**src/rtl/button_serial_front_end.sv**
```systemverilog
// button_serial_front_end: synchronize, debounce and edge-detect two buttons into a serial bit stream
module button_serial_front_end #(
  parameter int DEBOUNCE_CYCLES = 4,
  parameter int CNT_W = $clog2(DEBOUNCE_CYCLES + 1),
  parameter int WORD_BITS = 4
) (
  input  logic clk,
  input  logic rst,
  input  logic a_raw,
  input  logic b_raw,
  output logic a_level,
  output logic b_level,
  output logic bit_valid,
  output logic bit_value,
  output logic [$clog2(WORD_BITS)-1:0] bit_index,
  output logic word_done
);
  localparam int IW = $clog2(WORD_BITS);
  localparam logic [CNT_W-1:0] CNT_LAST = CNT_W'(DEBOUNCE_CYCLES - 1);
  localparam logic [IW-1:0] IDX_LAST = IW'(WORD_BITS - 1);
  logic a_s1, a_s2, b_s1, b_s2;
  logic a_level_d, b_level_d, pending_b;
  logic [CNT_W-1:0] a_cnt, b_cnt;
  logic rise_a, rise_b;
  assign rise_a = a_level & ~a_level_d;
  assign rise_b = b_level & ~b_level_d;
  always_ff @(posedge clk) begin
    if (!rst) begin
      {a_s1, a_s2, b_s1, b_s2} <= '0;
      {a_level, b_level, a_level_d, b_level_d} <= '0;
      a_cnt <= '0;
      b_cnt <= '0;
      pending_b <= 1'b0;
      bit_valid <= 1'b0;
      bit_value <= 1'b0;
      bit_index <= '0;
      word_done <= 1'b0;
    end else begin
      {a_s2, a_s1} <= {a_s1, a_raw};
      {b_s2, b_s1} <= {b_s1, b_raw};
      a_cnt <= (a_s2 == a_level || a_cnt == CNT_LAST) ? '0 : a_cnt + 1'b1;
      b_cnt <= (b_s2 == b_level || b_cnt == CNT_LAST) ? '0 : b_cnt + 1'b1;
      if (a_s2 != a_level && a_cnt == CNT_LAST) a_level <= a_s2;
      if (b_s2 != b_level && b_cnt == CNT_LAST) b_level <= b_s2;
      a_level_d <= a_level;
      b_level_d <= b_level;
      // a simultaneous B rise is parked in pending_b and emitted the following cycle
      if (rise_a || rise_b || pending_b) begin
        bit_valid <= 1'b1;
        bit_value <= rise_a;
        pending_b <= rise_a ? (pending_b | rise_b) : 1'b0;
        word_done <= bit_index == IDX_LAST;
        bit_index <= bit_index == IDX_LAST ? '0 : bit_index + 1'b1;
      end else begin
        bit_valid <= 1'b0;
        word_done <= 1'b0;
      end
    end
  end
endmodule

```
**config.mk**
```make
export PLATFORM = sky130hd
export DESIGN_NAME = button_serial_front_end
export DESIGN_NICKNAME = d
export VERILOG_FILES = /design/src/rtl/button_serial_front_end.sv
export SDC_FILE = /design/constraint.sdc
export NUM_CORES = 1
export LEC_CHECK = 0
export CORE_MARGIN = 2
export CORE_UTILIZATION = 45
export DETAILED_ROUTE_END_ITERATION = 7
export PLACE_DENSITY = 0.68
export SYNTH_ARGS = -nofsm -noshare
export SYNTH_HDL_FRONTEND = slang
export SYNTH_SLANG_ARGS = --single-unit
```
**constraint.sdc**
```tcl
create_clock -name clk -period 1.2 [get_ports clk]
set_input_delay 0.18 -clock clk [delete_from_list [all_inputs] [get_ports clk]]
set_output_delay 0.18 -clock clk [all_outputs]
set_load 0.05 [all_outputs]
```
==> results of run 1 <==
-- logic make-up (layout without fill, tap and decap cells) --
group,count (synthesis),in the layout,share of synthesized area [%]
xor gates and xnor gates,2,2,2.427
and+or+nand+nor,28,28,24.27
buffers and inverters,5,23,2.599
adders and majority gates,5,5,8.666
DFF,20,20,55.46
AOI/OAI and AO/OA,1,1,1.040
muxes,4,4,5.546
-- critical path: stages (launching register included) --
cell,delay [ns]
dfxtp_2,0.36
ha_1,0.21
or3b_1,0.36
mux2i_1,0.12
-- synthesized netlist by cell type --
library cell	count	area share (%)
and2_1	6	5.2
and2b_1	1	1.0
and2b_4	1	1.4
and3b_1	1	1.2
clkbuf_1	1	0.52
dfxtp_1	20	55
ha_1	5	8.7
inv_1	4	2.1
mux2i_1	4	5.5
nand2_1	3	1.6
nand3b_1	2	2.1
nor2_1	7	3.6
nor2b_1	3	2.6
nor3_4	1	2.3
nor3b_1	2	2.1
o21a_1	1	1.0
or3b_1	1	1.2
xor2_1	2	2.4
-- report_power, final --
part / internal (mW) / total (mW) / switching (mW)
logic: 0.0230 / 0.0362 / 0.0132
registers: 0.672 / 0.675 / 0.00341
clock network: 0.337 / 0.538 / 0.200
total: 1.03 / 1.25 / 0.217
-- path summary, 6_finish.rpt --
kind | start | end | slack (ns) | cells after the start
hold reg to reg | a_level_d | pending_b | 0.42 | 1
hold / removal | a_level_d | pending_b | 0.42 | 1
setup reg to reg | bit_index[0] | bit_index[0] | 0.09 | 3
setup / recovery | bit_index[0] | bit_index[0] | 0.09 | 3
-- routing by layer --
metal	vias to the layer above	routed length, µm	GRT usage, %
li1	246	-	-
met1	217	427	14.58
met2	8	567	25.88
met3	2	41	2.449
met4	0	9	9.091
met5	-	0	0
-- through the flow --
step	hold slack, ns	cells	instance area (µm²)	setup TNS [ns]	total power, mW
after floorplan	0.3073	65	726.9	0	0.7046
after global placement	0.4052	95	950.9	-0.003476	0.7258
after detailed placement	0.4130	95	950.9	-0.08571	0.7273
after CTS	0.4287	99	1003	0	1.267
after global routing	0.4469	99	1003	0	1.292
final	0.4217	99	1003	0	1.249
-- area by class of cell --
| class | count | share of cell area [%] |
|---|---|---|
| inverters | 4 | 1.496 |
| clock inverters | 1 | 2.993 |
| flip-flops and latches | 20 | 40.40 |
| repair buffers | 15 | 20.70 |
| well taps | 16 | 1.995 |
| multi-input cells | 40 | 30.17 |
| clock buffers | 3 | 2.244 |
==> flow_metrics.tcl, run 1 <==
set metrics [dict create \
    die_x_um 44.06 \
    final_common_cell "dfxtp_1" \
    syn_avg_cell_area_um2 11.11 \
    ys_types 18 \
    ff_latch_area_um2 405.4 \
    min_path_type "flop to flop" \
    cp_max_fo 4 \
    synthesis.nets 74 \
    via_per_inst 4.778 \
    grt_pass1_wl_um 1952 \
    endpoint_kind "flop" \
    power.density_nw_per_um2 1245 \
    hold_viol 0 \
    utilization_pct 66.61 \
    antenna_found_initial 0 \
    fp.dieH_um 44.06 \
    cts_tree "built" \
    path_class "flop to flop" \
    layout.nets 93 \
    areaGrowthSynthToFinish_pct 38.99 \
    p_leak_nw 0.4453 \
    n_fill_cell 124 \
    cts_max_level 1 \
    gp_congestion 0.6192 \
    fin_crit_ns 1.114 \
    grtUsageTotal_pct 14.11 \
    synth_area_um2 721.9 \
    coreArea_um2 1506 \
    antenna-diode-count 0 \
    drtAntennaViolNets 0 \
    post-route-drc-count 0 \
    cts_buffers 3 \
    postCtsSetupBuffers 0 \
    cts_num_sinks 20 \
    vdd_drop_max_v 0.0008673 \
    hold_buffers 0 \
    multi_input_area_um2 302.8 \
    arrival_ns 1.34 \
    ctsResizeCount 0 \
    critPathLaunchType "flop" \
    maxCapViolations 0 \
    drt_iter0_drc 2 \
    cts_buffer_depth 2 \
    grt_max_degree 13 \
    synth_cells 65 \
    drive_above_1_share_pct 26.51 \
    maxSlewViolCount 0 \
    insertion_delay_ns 0.30 \
    postLayoutSetupSlackWorst_ns 0.08569 \
    finClkSkew_ns 0.01116 \
    crit_required_ns 1.42 \
    worst_pin_slew_ns 0.2490 \
    row_count 14 \
    firstDrtPassIters 4 \
    yosys_register_bits 20 \
    synth_seq_area_share_pct 55.46 \
    gr-total-overflow 0 \
    outcome "finished clean" \
    relSlewSlack_pct 83.35 \
    ys_warn_count 0 \
    rsz0062_at_grt "false" \
    fmax_ghz 0.8974 \
    io_buffers 10 \
    start_util_pct 47.92 \
    clockRootBuffer "clkbuf_4" \
    dp_hpwl_um 797.6 \
    wl_per_cell_um 10.56 \
    place_ws_ns -0.05231 \
    reg_top3 "a_cnt x3, b_cnt x3, bit_index x2" \
    layout_common_cells "dfxtp_1, nor2_1, buf_12, and2_1" \
    vias 473 \
    die_area_um2 1941 \
    finalSetupViolations 0 \
    grt_pass1_vias 497 \
    ios 11 \
    totalWireLength_um 1045 \
    clkTransAtPathRegs_ns 0.10 \
    min_period_over_period_pct 92.86 \
]
Note: power is estimated with default switching activity, not from simulation.
==> inputs of run 2 (changes only) <==
Settings changed: CORE_UTILIZATION 45 to 44, PLACE_DENSITY 0.68 to 0.7.
Clock period 1.2 ns to 0.9 ns, I/O delays scaled along.
==> flow_metrics.tcl, run 2 (synthesized netlist as in run 1, its figures left out) <==
set metrics [dict create \
    firstDrtPassIters 4 \
    row_count 14 \
    multi_input_area_um2 365.4 \
    wl_per_cell_um 9.324 \
    die_area_um2 1981 \
    fmax_ghz 0.9365 \
    n_fill_cell 108 \
    grt_pass1_wl_um 1800 \
    reg_top3 "a_cnt x3, b_cnt x3, bit_index x2" \
    fp.dieH_um 44.51 \
    path_class "flop to primary output" \
    p_leak_nw 0.4547 \
    power.density_nw_per_um2 1305 \
    drtAntennaViolNets 0 \
    layout.nets 96 \
    cp_max_fo 4 \
    worst_pin_slew_ns 0.2414 \
    ff_latch_area_um2 424.2 \
    finalSetupViolations 21 \
    worstPathCellList "buf_4 > buf_12" \
    cts_tree "built" \
    ios 11 \
    grtUsageTotal_pct 12.76 \
    coreArea_um2 1524 \
    utilization_pct 72.33 \
    antenna-diode-count 0 \
    antenna_found_initial 0 \
    clockRootBuffer "clkbuf_4" \
    finClkSkew_ns 0.001163 \
    drive_above_1_share_pct 43.02 \
    grt_pass1_vias 443 \
    cp_slowest_cell "dfxtp_4" \
    cts_buffers 3 \
    hold_viol 0 \
    final_common_cell "dfxtp_1" \
    post-route-drc-count 0 \
    placed_area_um2 1052 \
    arrival_ns 0.93 \
    placed_cells 98 \
    postLayoutSetupSlackWorst_ns -0.1678 \
    endpoint_kind "primary output" \
    clkTransAtPathRegs_ns 0.10 \
    maxCapViolations 0 \
    vdd_drop_max_v 0.001079 \
    outcome "complete, but fails checks" \
    max_stage_delay_ns 0.35 \
    critPathLaunchType "flop" \
    io_buffers 10 \
    via_per_inst 4.755 \
    crit_required_ns 0.76 \
    gp_congestion 0.7010 \
    final_area_um2 1102 \
    rsz0062_at_grt "true" \
    areaGrowthSynthToFinish_pct 52.69 \
    cts_max_level 1 \
    vias 485 \
    die_x_um 44.51 \
    min_path_type "flop to flop" \
    violations "setup timing" \
    maxSlewViolCount 0 \
    start_util_pct 47.37 \
    fin_crit_ns 1.068 \
    min_period_over_period_pct 118.6 \
    cts_num_sinks 20 \
    relSlewSlack_pct 83.85 \
    grt_max_degree 12 \
    postCtsSetupBuffers 0 \
    dp_hpwl_um 757 \
    totalWireLength_um 951 \
    final_cells 102 \
    layout_common_cells "dfxtp_1, nor2_1, dfxtp_2, buf_12, and2_1" \
    power_mw 1.438 \
    insertion_delay_ns 0.29 \
    cts_buffer_depth 2 \
    gr-total-overflow 0 \
    drt_iter0_drc 7 \
]
[run 2: cell count changes in the layout (fill, tap and decap cells not counted), moves of 3 or more]
cell	delta
dfxtp_1	-7
ha_1	-5
ha_4	+5
dfxtp_4	+4
buf_6	+3
dfxtp_2	+3
[run 2: final cells by class]
class	count	share of cell area, %
multi-input combinational	40	33.14
clock buffer	4	3.292
timing repair buffer	18	21.91
inverter	4	1.362
tap	16	1.816
sequential	20	38.48
[run 2: layer usage]
| layer | vias up | share of wire [%] | track usage [%] | routed length (µm) |
|---|---|---|---|---|
| met3 | 2 | 4.6 | 2.449 | 44 |
| met5 | - | 0 | 0 | 0 |
| met1 | 221 | 48 | 16.28 | 452 |
| li1 | 253 | - | - | - |
| met4 | 0 | 0.95 | 9.091 | 9 |
| met2 | 9 | 47 | 19.13 | 444 |
[run 2: power by group]
part,internal (mW),total (mW),switching (mW)
Clock,0.246,0.500,0.254
Combinational,0.0312,0.0486,0.0174
Sequential,0.884,0.889,0.00535
Total,1.16,1.44,0.277
[run 2: stage by stage]
stage	TNS [ns]	worst slack (ns)	hold WS, ns
2_1_floorplan	-0.9172	-0.2081	0.2623
3_5_place_dp	-3.960	-0.2874	0.4083
6_report	-2.030	-0.1678	0.4076
3_3_place_gp	-3.945	-0.2532	0.4050
4_1_cts	-2.343	-0.1901	0.4038
5_1_grt	-3.328	-0.2352	0.4149
[run 2: worst paths after layout]
| path | from | endpoint | slack [ns] | depth (start not counted) |
|---|---|---|---|---|
| setup / recovery | b_level | b_level | -0.17 | 2 |
| hold reg to reg | a_level_d | pending_b | 0.41 | 1 |
| setup reg to reg | b_level | word_done | -0.17 | 3 |
| hold / removal | a_level_d | pending_b | 0.41 | 1 |
[run 2: what timing repair did]
action,in CTS,in global routing
pin swaps,2,0
gates resized for setup,4,1
hold buffers,0,0
endpoints found under the setup margin,21,21
[run 2: worst max-delay path, delay by kind of cell, from the launching register on]
| family | cells | cell delay, ns |
|---|---|---|
| flops | 1 | 0.35 |
| buf+inv | 2 | 0.29 |
